==> src/rtl/branch_predictor_gshare_if.sv <==
// Interface bundling the fetch-side lookup, execute-side update and
// statistics signals of the gshare branch predictor.
//   master : pipeline side (drives lookup PC, update info, stall)
//   slave  : predictor side (drives prediction, history snapshot, stats)
// Lookup: rd_pc_i, rd_branch_i -> rd_hit_o, rd_target_o, rd_ghr_o
// Update: upd_valid_i, upd_pc_i, upd_ghr_i, upd_taken_i, upd_pred_i,
//         upd_target_i, stall_i
// Stats : stat_branch_o, stat_miss_o
interface branch_predictor_gshare_if #(
    parameter int HIST_LEN = 4,
    parameter int STAT_BIT = 16
);
    logic [31:0]         rd_pc_i;
    logic                rd_branch_i;
    logic                rd_hit_o;
    logic [31:0]         rd_target_o;
    logic [HIST_LEN-1:0] rd_ghr_o;
    logic                upd_valid_i;
    logic [31:0]         upd_pc_i;
    logic [HIST_LEN-1:0] upd_ghr_i;
    logic                upd_taken_i;
    logic                upd_pred_i;
    logic [31:0]         upd_target_i;
    logic                stall_i;
    logic [STAT_BIT-1:0] stat_branch_o;
    logic [STAT_BIT-1:0] stat_miss_o;

    modport master (
        output rd_pc_i, rd_branch_i, upd_valid_i, upd_pc_i, upd_ghr_i,
               upd_taken_i, upd_pred_i, upd_target_i, stall_i,
        input  rd_hit_o, rd_target_o, rd_ghr_o, stat_branch_o, stat_miss_o
    );

    modport slave (
        input  rd_pc_i, rd_branch_i, upd_valid_i, upd_pc_i, upd_ghr_i,
               upd_taken_i, upd_pred_i, upd_target_i, stall_i,
        output rd_hit_o, rd_target_o, rd_ghr_o, stat_branch_o, stat_miss_o
    );
endinterface

==> src/rtl/branch_predictor_gshare.sv <==
// Gshare branch direction predictor with a tagged, direct-mapped BTB and
// saturating performance counters. Lookup is combinational (IF stage);
// update is synchronous from EX resolution and is blocked by stall_i.
// Ports:
//   clk   : clock
//   rst_n : asynchronous active-low reset
//   bus   : branch_predictor_gshare_if.slave (lookup, update, stats)
module branch_predictor_gshare #(
    parameter int NUM_INDEX_BIT = 4,
    parameter int HIST_LEN      = 4,
    parameter int TAG_BIT       = 8,
    parameter int CTR_BIT       = 2,
    parameter int USE_GSHARE    = 1,
    parameter int STAT_BIT      = 16
) (
    input  logic                    clk,
    input  logic                    rst_n,
    branch_predictor_gshare_if.slave bus
);
    localparam int ENTRIES = 1 << NUM_INDEX_BIT;
    localparam logic [CTR_BIT-1:0]  CTR_INIT = CTR_BIT'((1 << (CTR_BIT - 1)) - 1);
    localparam logic [CTR_BIT-1:0]  CTR_MAX  = '1;
    localparam logic [STAT_BIT-1:0] STAT_MAX = '1;

    // Reject illegal parameter combinations at elaboration time.
    generate
        if (HIST_LEN < 1 || HIST_LEN > NUM_INDEX_BIT) begin : g_bad_hist_len
            $fatal(1, "HIST_LEN must lie in 1..NUM_INDEX_BIT");
        end
        if (CTR_BIT < 2 || CTR_BIT > 4) begin : g_bad_ctr_bit
            $fatal(1, "CTR_BIT must lie in 2..4");
        end
        if (NUM_INDEX_BIT + TAG_BIT > 30) begin : g_bad_tag_bit
            $fatal(1, "index and tag fields must fit below PC bit 31");
        end
    endgenerate

    logic [CTR_BIT-1:0]  pht [ENTRIES];
    logic [ENTRIES-1:0]  btb_valid;
    logic [TAG_BIT-1:0]  btb_tag [ENTRIES];
    logic [31:0]         btb_target [ENTRIES];
    logic [HIST_LEN-1:0] ghr;
    logic [HIST_LEN-1:0] ghr_next;
    logic [STAT_BIT-1:0] stat_branch;
    logic [STAT_BIT-1:0] stat_miss;
    logic [CTR_BIT-1:0]  pht_next;

    logic [NUM_INDEX_BIT-1:0] rd_bidx, rd_pidx, upd_bidx, upd_pidx;
    logic [TAG_BIT-1:0]       rd_tag, upd_tag;
    logic                     upd_fire;
    logic                     unused_pc_bits;

    // Bit 0 is always zero for halfword-aligned PCs and bits above the tag
    // field do not take part in indexing or tagging.
    assign unused_pc_bits = ^{bus.rd_pc_i[0], bus.rd_pc_i[31:NUM_INDEX_BIT+TAG_BIT+1],
                              bus.upd_pc_i[0], bus.upd_pc_i[31:NUM_INDEX_BIT+TAG_BIT+1]};

    // The BTB is always indexed by PC alone; the PHT optionally folds in the
    // zero-extended history. EX uses the snapshot taken at fetch so both
    // sides address the same counter.
    assign rd_bidx  = bus.rd_pc_i[NUM_INDEX_BIT:1];
    assign rd_tag   = bus.rd_pc_i[NUM_INDEX_BIT+TAG_BIT:NUM_INDEX_BIT+1];
    assign rd_pidx  = (USE_GSHARE != 0) ? (rd_bidx ^ NUM_INDEX_BIT'(ghr)) : rd_bidx;
    assign upd_bidx = bus.upd_pc_i[NUM_INDEX_BIT:1];
    assign upd_tag  = bus.upd_pc_i[NUM_INDEX_BIT+TAG_BIT:NUM_INDEX_BIT+1];
    assign upd_pidx = (USE_GSHARE != 0) ? (upd_bidx ^ NUM_INDEX_BIT'(bus.upd_ghr_i)) : upd_bidx;
    assign upd_fire = bus.upd_valid_i & ~bus.stall_i;

    // Taken prediction needs a matching valid BTB entry and the counter MSB.
    assign bus.rd_hit_o      = bus.rd_branch_i & btb_valid[rd_bidx] &
                               (btb_tag[rd_bidx] == rd_tag) & pht[rd_pidx][CTR_BIT-1];
    assign bus.rd_target_o   = btb_target[rd_bidx];
    assign bus.rd_ghr_o      = ghr;
    assign bus.stat_branch_o = stat_branch;
    assign bus.stat_miss_o   = stat_miss;

    // Saturating up/down step of the addressed direction counter.
    always_comb begin
        pht_next = pht[upd_pidx];
        if (bus.upd_taken_i) begin
            if (pht[upd_pidx] != CTR_MAX) pht_next = pht[upd_pidx] + CTR_BIT'(1);
        end else begin
            if (pht[upd_pidx] != '0) pht_next = pht[upd_pidx] - CTR_BIT'(1);
        end
    end

    // A one-bit history simply holds the latest outcome.
    generate
        if (HIST_LEN == 1) begin : g_ghr_one
            assign ghr_next = bus.upd_taken_i;
        end else begin : g_ghr_shift
            assign ghr_next = {ghr[HIST_LEN-2:0], bus.upd_taken_i};
        end
    endgenerate

    // Architectural predictor state; a reset coinciding with an update wins.
    always_ff @(posedge clk or negedge rst_n) begin
        if (!rst_n) begin
            for (int i = 0; i < ENTRIES; i++) pht[i] <= CTR_INIT;
            btb_valid   <= '0;
            ghr         <= '0;
            stat_branch <= '0;
            stat_miss   <= '0;
        end else if (upd_fire) begin
            pht[upd_pidx] <= pht_next;
            if (bus.upd_taken_i) btb_valid[upd_bidx] <= 1'b1;
            ghr <= ghr_next;
            if (stat_branch != STAT_MAX) stat_branch <= stat_branch + STAT_BIT'(1);
            if ((bus.upd_pred_i != bus.upd_taken_i) && (stat_miss != STAT_MAX))
                stat_miss <= stat_miss + STAT_BIT'(1);
        end
    end

    // Tag and target payload need no reset since the valid bit qualifies them.
    always_ff @(posedge clk) begin
        if (upd_fire && bus.upd_taken_i) begin
            btb_tag[upd_bidx]    <= upd_tag;
            btb_target[upd_bidx] <= bus.upd_target_i;
        end
    end
endmodule

==> src/flat_wrapper.sv <==
// flat-port wrapper written by rule: the top's interface ports become plain ports
module branch_predictor_gshare_flat 
#(
    parameter int NUM_INDEX_BIT = 4,
    parameter int HIST_LEN      = 4,
    parameter int TAG_BIT       = 8,
    parameter int CTR_BIT       = 2,
    parameter int USE_GSHARE    = 1,
    parameter int STAT_BIT      = 16
)
  (clk, rst_n, bus_rd_pc_i, bus_rd_branch_i, bus_upd_valid_i, bus_upd_pc_i, bus_upd_ghr_i, bus_upd_taken_i, bus_upd_pred_i, bus_upd_target_i, bus_stall_i, bus_rd_hit_o, bus_rd_target_o, bus_rd_ghr_o, bus_stat_branch_o, bus_stat_miss_o);
  branch_predictor_gshare_if #(.HIST_LEN(HIST_LEN), .STAT_BIT(STAT_BIT)) bus_i ();
  input  logic clk;
  input  logic rst_n;
  input wire logic [$bits(bus_i.rd_pc_i)-1:0] bus_rd_pc_i;
  input wire logic [$bits(bus_i.rd_branch_i)-1:0] bus_rd_branch_i;
  input wire logic [$bits(bus_i.upd_valid_i)-1:0] bus_upd_valid_i;
  input wire logic [$bits(bus_i.upd_pc_i)-1:0] bus_upd_pc_i;
  input wire logic [$bits(bus_i.upd_ghr_i)-1:0] bus_upd_ghr_i;
  input wire logic [$bits(bus_i.upd_taken_i)-1:0] bus_upd_taken_i;
  input wire logic [$bits(bus_i.upd_pred_i)-1:0] bus_upd_pred_i;
  input wire logic [$bits(bus_i.upd_target_i)-1:0] bus_upd_target_i;
  input wire logic [$bits(bus_i.stall_i)-1:0] bus_stall_i;
  output wire logic [$bits(bus_i.rd_hit_o)-1:0] bus_rd_hit_o;
  output wire logic [$bits(bus_i.rd_target_o)-1:0] bus_rd_target_o;
  output wire logic [$bits(bus_i.rd_ghr_o)-1:0] bus_rd_ghr_o;
  output wire logic [$bits(bus_i.stat_branch_o)-1:0] bus_stat_branch_o;
  output wire logic [$bits(bus_i.stat_miss_o)-1:0] bus_stat_miss_o;
  assign bus_i.rd_pc_i = bus_rd_pc_i;
  assign bus_i.rd_branch_i = bus_rd_branch_i;
  assign bus_i.upd_valid_i = bus_upd_valid_i;
  assign bus_i.upd_pc_i = bus_upd_pc_i;
  assign bus_i.upd_ghr_i = bus_upd_ghr_i;
  assign bus_i.upd_taken_i = bus_upd_taken_i;
  assign bus_i.upd_pred_i = bus_upd_pred_i;
  assign bus_i.upd_target_i = bus_upd_target_i;
  assign bus_i.stall_i = bus_stall_i;
  assign bus_rd_hit_o = bus_i.rd_hit_o;
  assign bus_rd_target_o = bus_i.rd_target_o;
  assign bus_rd_ghr_o = bus_i.rd_ghr_o;
  assign bus_stat_branch_o = bus_i.stat_branch_o;
  assign bus_stat_miss_o = bus_i.stat_miss_o;
  branch_predictor_gshare #(.NUM_INDEX_BIT(NUM_INDEX_BIT), .HIST_LEN(HIST_LEN), .TAG_BIT(TAG_BIT), .CTR_BIT(CTR_BIT), .USE_GSHARE(USE_GSHARE), .STAT_BIT(STAT_BIT)) u_core (.clk(clk), .rst_n(rst_n), .bus(bus_i));
endmodule
==> config.mk <==
export PLATFORM = sky130hd
export DESIGN_NAME = branch_predictor_gshare_flat
export DESIGN_NICKNAME = d
export VERILOG_FILES = /design/src/rtl/branch_predictor_gshare_if.sv /design/src/rtl/branch_predictor_gshare.sv /design/src/flat_wrapper.sv
export SDC_FILE = /design/constraint.sdc
export NUM_CORES = 1
export LEC_CHECK = 0
export ABC_AREA = 1
export BUFFER_PORTS_ARGS = -buffer_cell sky130_fd_sc_hd__buf_2
export CAP_MARGIN = 15
export CORE_MARGIN = 2
export CORE_UTILIZATION = 55
export CTS_CLUSTER_DIAMETER = 50
export DETAILED_ROUTE_END_ITERATION = 12
export PLACE_DENSITY_LB_ADDON = 0.3
export SLEW_MARGIN = 0
export SYNTH_ARGS = -nofsm -noshare
export SYNTH_HDL_FRONTEND = slang
export SYNTH_SLANG_ARGS = --single-unit
==> constraint.sdc <==
create_clock -name clk -period 2.1 [get_ports clk]
set_input_delay 0 -clock clk [delete_from_list [all_inputs] [get_ports clk]]
set_output_delay 0 -clock clk [all_outputs]
set_load 0.02 [all_outputs]
* Yosys cells after proc, flatten, opt, wreduce, memory -nomap -nowiden
Memories as Yosys holds them, arrays and structs flattened.
Cells that the tools add are included.
** Cells by class
- Add/subtract/negate cells :: 4
- Magnitude comparators :: 6
- Eq/ne operators :: 5
- Muxes and demuxes :: 18
- Bitwise gates (word level) :: 10
- Reduce and logical (&&, ||, !) cells :: 8
** Operators with widths (number)
- 16-bit by 1-bit adder with 16-bit output, second input constant :: 2
- 32-bit bitwise mux :: 1
- 16-bit inequality test, second input constant :: 2
- 2-bit binary-select mux with 4-bit select :: 2
- 2-bit 2-to-1 mux :: 8
- 16-bit bitwise OR :: 1
- 5-bit >= comparator, second input constant :: 2
- 4-bit by 5-bit less-than comparator with 1-bit output, second input constant :: 2
- 4-bit inverter with 5-bit output :: 2
- 2-bit demux with 4-bit select :: 1
- 8-bit == test :: 1
- 4-bit XOR :: 2
- 2-bit AND reduction :: 3
- 5-bit by 1-bit less-than comparator with 1-bit output, second input constant :: 1
- 1-bit bitwise AND :: 4
- 1-bit binary-select mux with 4-bit select :: 1
- 1-bit demux with 4-bit select :: 1
- 4-bit by 1-bit >= comparator with 1-bit output, second input constant :: 1
- 1-bit logical AND :: 4
- 1-bit 2-to-1 mux :: 4
- 2-bit by 1-bit adder with 2-bit output, second input constant :: 1
- 2-bit inequality test, second input constant :: 1
- 2-bit nonzero test :: 1
- 2-bit by 1-bit subtractor with 2-bit output, second input constant :: 1
- 2 further kinds :: 2
** Word-level totals
- Register bits after elaboration :: 84
- Memory bits (writable) :: 640
- Output and inout bits :: 69
- Word-level logic and storage cells :: 73
- Memories kept :: 2
** Memories
- u_core.btb_target :: depth 16, bits a word 32, rd ports 1, clocked after memory_dff 0, wr ports 1, RTL line branch_predictor_gshare.sv:41 : logic [31:0] btb_target [ENTRIES];
- u_core.btb_tag :: depth 16, bits a word 8, rd ports 1, clocked after memory_dff 0, wr ports 1, RTL line branch_predictor_gshare.sv:40 : logic [TAG_BIT-1:0] btb_tag [ENTRIES];

* Longest topological paths before layout
- Depth after elaboration :: 9
- Depth in mapped cells :: 16

* Worst setup path before layout
No wires, ideal clock.
- Kind :: input -> register
- Start point :: input port bus_stall_i
- End point :: memory u_core.btb_tag[4][0] (enable)
- Arrival time :: 2293 ps
- Data required time :: 1662 ps
- Slack :: -631 ps
- Stages on the path :: 5
- Cell sequence :: inv_1 -> nand2_1 -> nor2_1 -> nand3_1 -> nor2_1
** Between the ends
- Cells in the longest elaborated chain, start to end :: 5
** RTL lines
- start: declaration :: RTL line flat_wrapper.sv:23 : input wire logic [$bits(bus_i.stall_i)-1:0] bus_stall_i;
- 1-bit inverter :: RTL line branch_predictor_gshare.sv:67 : assign upd_fire = bus.upd_valid_i & ~bus.stall_i;
- 1-bit bitwise AND :: RTL line branch_predictor_gshare.sv:67
- 1-bit logical AND :: RTL line branch_predictor_gshare.sv:116 : if (upd_fire && bus.upd_taken_i) begin
- 1-bit 2-to-1 mux :: RTL line branch_predictor_gshare.sv:116
- 1-bit 2-to-1 mux (not written as such) :: RTL line branch_predictor_gshare.sv:117 : btb_tag[upd_bidx] <= upd_tag;
- end: declaration :: RTL line branch_predictor_gshare.sv:40
Every way passes these cells.

* Worst setup path after layout
- Start point :: register u_core.ghr[1] (netlist: u_core.bus.rd_ghr_o[1])
- End point :: output port bus_rd_hit_o
** Between the ends
- Cells in the longest elaborated chain, start to end :: 6
** RTL lines
- start: declaration :: RTL line branch_predictor_gshare.sv:42 : logic [HIST_LEN-1:0] ghr;
- start signal: assignment :: RTL line branch_predictor_gshare.sv:107 : ghr <= ghr_next;
- 4-bit XOR :: RTL line branch_predictor_gshare.sv:63 : assign rd_pidx = (USE_GSHARE != 0) ? (rd_bidx ^ NUM_INDEX_BIT'(ghr)) : rd_bidx;
- 4-bit inverter with 5-bit output (not written as such) :: RTL line branch_predictor_gshare.sv:71 : (btb_tag[rd_bidx] == rd_tag) & pht[rd_pidx][CTR_BIT-1];
- 2-bit binary-select mux with 4-bit select :: RTL line branch_predictor_gshare.sv:71
- 2-bit 2-to-1 mux (not written as such) (2 in a row) :: RTL line branch_predictor_gshare.sv:71
- 1-bit bitwise AND :: RTL line branch_predictor_gshare.sv:71
- end: declaration :: RTL line flat_wrapper.sv:24 : output wire logic [$bits(bus_i.rd_hit_o)-1:0] bus_rd_hit_o;
Every way passes these cells. The select of a mux whose other input is x is not followed.

==> qor.yml <==
vias: 20279
p_sw_mw: 8.00
seqPwrFrac: 0.506
pwr-share-comb: 0.093
ys_seq_area_frac: 0.724
clk-insertion-delay-late_ps: 620
die_width_um: 235
fin_worst_skew_ps: 20.3
crit_required_ps: 2100
status: "complete, but fails checks"
netlist_area_um2: 29500
first_iter_violations: 2065
antenna_found_initial: 4
peakVddDrop_uv: 742
synth_area_per_cell_um2: 12.1
critPathCaptureType: "primary output"
port_buffers: 135
final_cell_mix: "640 x edfxtp_1, 367 x nand2_1, 358 x nor2_1, 297 x o21ai_0, 149 x nand3_1"
grt_pass1_vias: 20088
drt-wirelength-per-cell_um: 21.4
cap_violations: 0
grt-ovfl-total: 0
worst_pin_slew_ps: 595
cts_max_level: 3
core_um2: 52800
hold_viol_final: 0
power_density_nw_per_um2: 942
grt_usage: 0.261
crit_arrival_ps: 2220
violations: "setup timing"
finalPower_mw: 32.7
grt_max_degree: 129
layout-drive-gt1-share: 0.151
ys_warn_count: 0
leakage_nw: 12.5
cts-root-buf: "clkbuf_16"
rsz0062_at_grt: "true"
period_share: 1.06
whs_ps: 49.7
rr_endpoint: "u_core.bus.stat_branch_o[14]"
io-pin-count: 176
min_to: "u_core.pht[14]"
r2r_cells: 9
syn2layout_area_growth_pct: 17.8
finalSetupViolCount: 1
cts_buffers: 78
dpl.hpwl_um: 39300
nNetsFinal: 2739
num-fill-cells: 3788
die_area_um2: 55400
place.gp.congestion: 0.895
final_common_cell: "edfxtp_1"
p_int_mw: 24.7
final_cell_count_no_fill: 3380
slew_headroom: 0.602
swShare: 0.245
holdCritStartpoint: "bus_upd_ghr_i[2]"
dp_cells: 3185
dpl-instance-area_um2: 31600
start_util: 0.558
drv_slew: 0
clockBufferDepth: 3
cts.sinks: 724
drc: 0
rows: 84
tritoncts: "yes"
via_per_inst: 6.00
grt_first_pass_wirelength_um: 112000
timing.rr.start: "u_core.bus.stat_branch_o[0]"
ys_types: 33
worst-r2r-setup-slack_ps: 240
pwr-share-clk: 0.401
stdcell_area_um2: 34700
synth_fp_nets: 2541
ys_seq_elements: 724
cp-start-kind: "flop"
wirelength_um: 72500
antenna_left: 0
hold_depth: 8
fp.dieH_um: 235
timing.final.ws_setup_ps: -121
max_freq_ghz: 0.450
cp_max_fo: 4
path_clk_slew_ps: 60
dr.pass1.iters: 6
syn_inst: 2432
fin_crit_ps: 2220
setup.worst_path.class: "reg -> out"
hold_path_class: "in -> reg"
==> flip-flops by register name, indices dropped and copies added, names as in the netlist <==
name,flops
u_core.bus.stat_miss_o,16
u_core.btb_valid,16
u_core.pht,32
u_core.btb_tag,128
u_core.btb_target,512
u_core.bus.stat_branch_o,16
u_core.bus.rd_ghr_o,4
==> timing repair <==
action | 4_1_cts | 5_1_grt
buffers inserted | 2 | 1
endpoints found under the hold margin | 734 | 0
pin swaps | 10 | 4
hold buffers | 49 | 0
cloned | 1 | 0
gates resized for setup | 20 | 13
setup endpoints to repair | 1 | 651
==> worst max-delay path, stage by stage, from the launching register on <==
cell and delay (ps):
dfrtp_2 440, xnor2_2 210, inv_1 120, o211ai_1 110, nand3_1 100, nand3_1 110, nand2_1 80, nor2_2 110
nand2_2 100, nor2_4 100, buf_6 120
==> cells by family (layout without fill, tap and decap cells) <==
family,count (synthesis),count (layout),share of synthesized area
buffers and inverters,247,503,0.0339
AO/OA/AOI/OAI,486,486,0.101
flip-flops,724,724,0.724
other,0,3,0
AND/OR/NAND/NOR,936,937,0.128
XOR/XNOR,36,36,0.0110
multiplexers,1,1,0.000382
adder cells (fa/ha/maj),2,2,0.000849
==> through the flow <==
step / utilization / setup TNS [ps] / setup WS (ps)
after CTS: 0.657 / -5570 / -115
after detailed placement: 0.599 / 0 / 181
after floorplan: - / -392810 / -631
final: 0.658 / -121 / -121
after global routing: 0.658 / -261 / -261
after global placement: 0.599 / 0 / 203
==> worst max path at each step <==
stage / startpoint / to / slack (ps) / cells after the start
floorplan: bus_stall_i / u_core.btb_tag[4][0] / -630 / 5
global placement: u_core.bus.stat_miss_o[0] / u_core.bus.stat_miss_o[15] / 200 / 12
detailed placement: u_core.bus.stat_miss_o[0] / u_core.bus.stat_miss_o[15] / 180 / 11
CTS: u_core.btb_tag[10][0] / bus_rd_hit_o / -110 / 12
global route: u_core.btb_tag[10][7] / bus_rd_hit_o / -260 / 12
finish: u_core.bus.rd_ghr_o[1] / bus_rd_hit_o / -120 / 10
==> Yosys cell counts (all sizes together) <==
cell	n	area [um^2]
edfxtp	640	19200
nor2	383	1440
nand2	382	1460
o21ai	299	1510
nand3	154	771
inv	104	390
o221ai	96	841
clkbuf	85	319
dfrtp	68	1700
buf	58	289
o211ai	54	405
o22ai	32	200
xnor2	19	174
xor2	17	149
dfstp	16	420
or2	7	43.8
nor3	5	25.0
nand4	4	25.0
a21oi	3	15.0
ha	2	25.0
a21boi	1	11.3
mux2	1	11.3
nand3b	1	7.51
o21bai	1	7.51
==> area by class of cell <==
class | instances | area, um^2 | share of cell area
Sequential cell | 724 | 21300 | 0.615
Multi-Input combinational cell | 1462 | 7340 | 0.212
Timing Repair Buffer | 260 | 2290 | 0.0659
Clock buffer | 102 | 2080 | 0.0600
Tap cell | 688 | 861 | 0.0248
Inverter | 104 | 404 | 0.0116
Clock inverter | 37 | 385 | 0.0111
Antenna cell | 3 | 7.51 | 0.000216
==> power groups by stage <==
| stage | combinational (mW) | clock, mW | sequential (mW) |
|---|---|---|---|
| floorplan | 1.69 | 0 | 16.9 |
| global placement | 2.78 | 0 | 16.8 |
| detailed placement | 2.88 | 0 | 16.8 |
| CTS | 3.01 | 13.3 | 16.5 |
| global route | 3.34 | 13.9 | 16.6 |
| finish | 3.04 | 13.1 | 16.5 |
==> layer usage <==
metal  vias up  GRT usage  routed length (um)
li1       9141          -                   -
met5         -          0                  13
met4         2     0.0982                2120
met3       172     0.0489                5920
met2       954      0.428               35100
met1     10010      0.351               29300
Note: power is estimated with default switching activity, not from simulation.
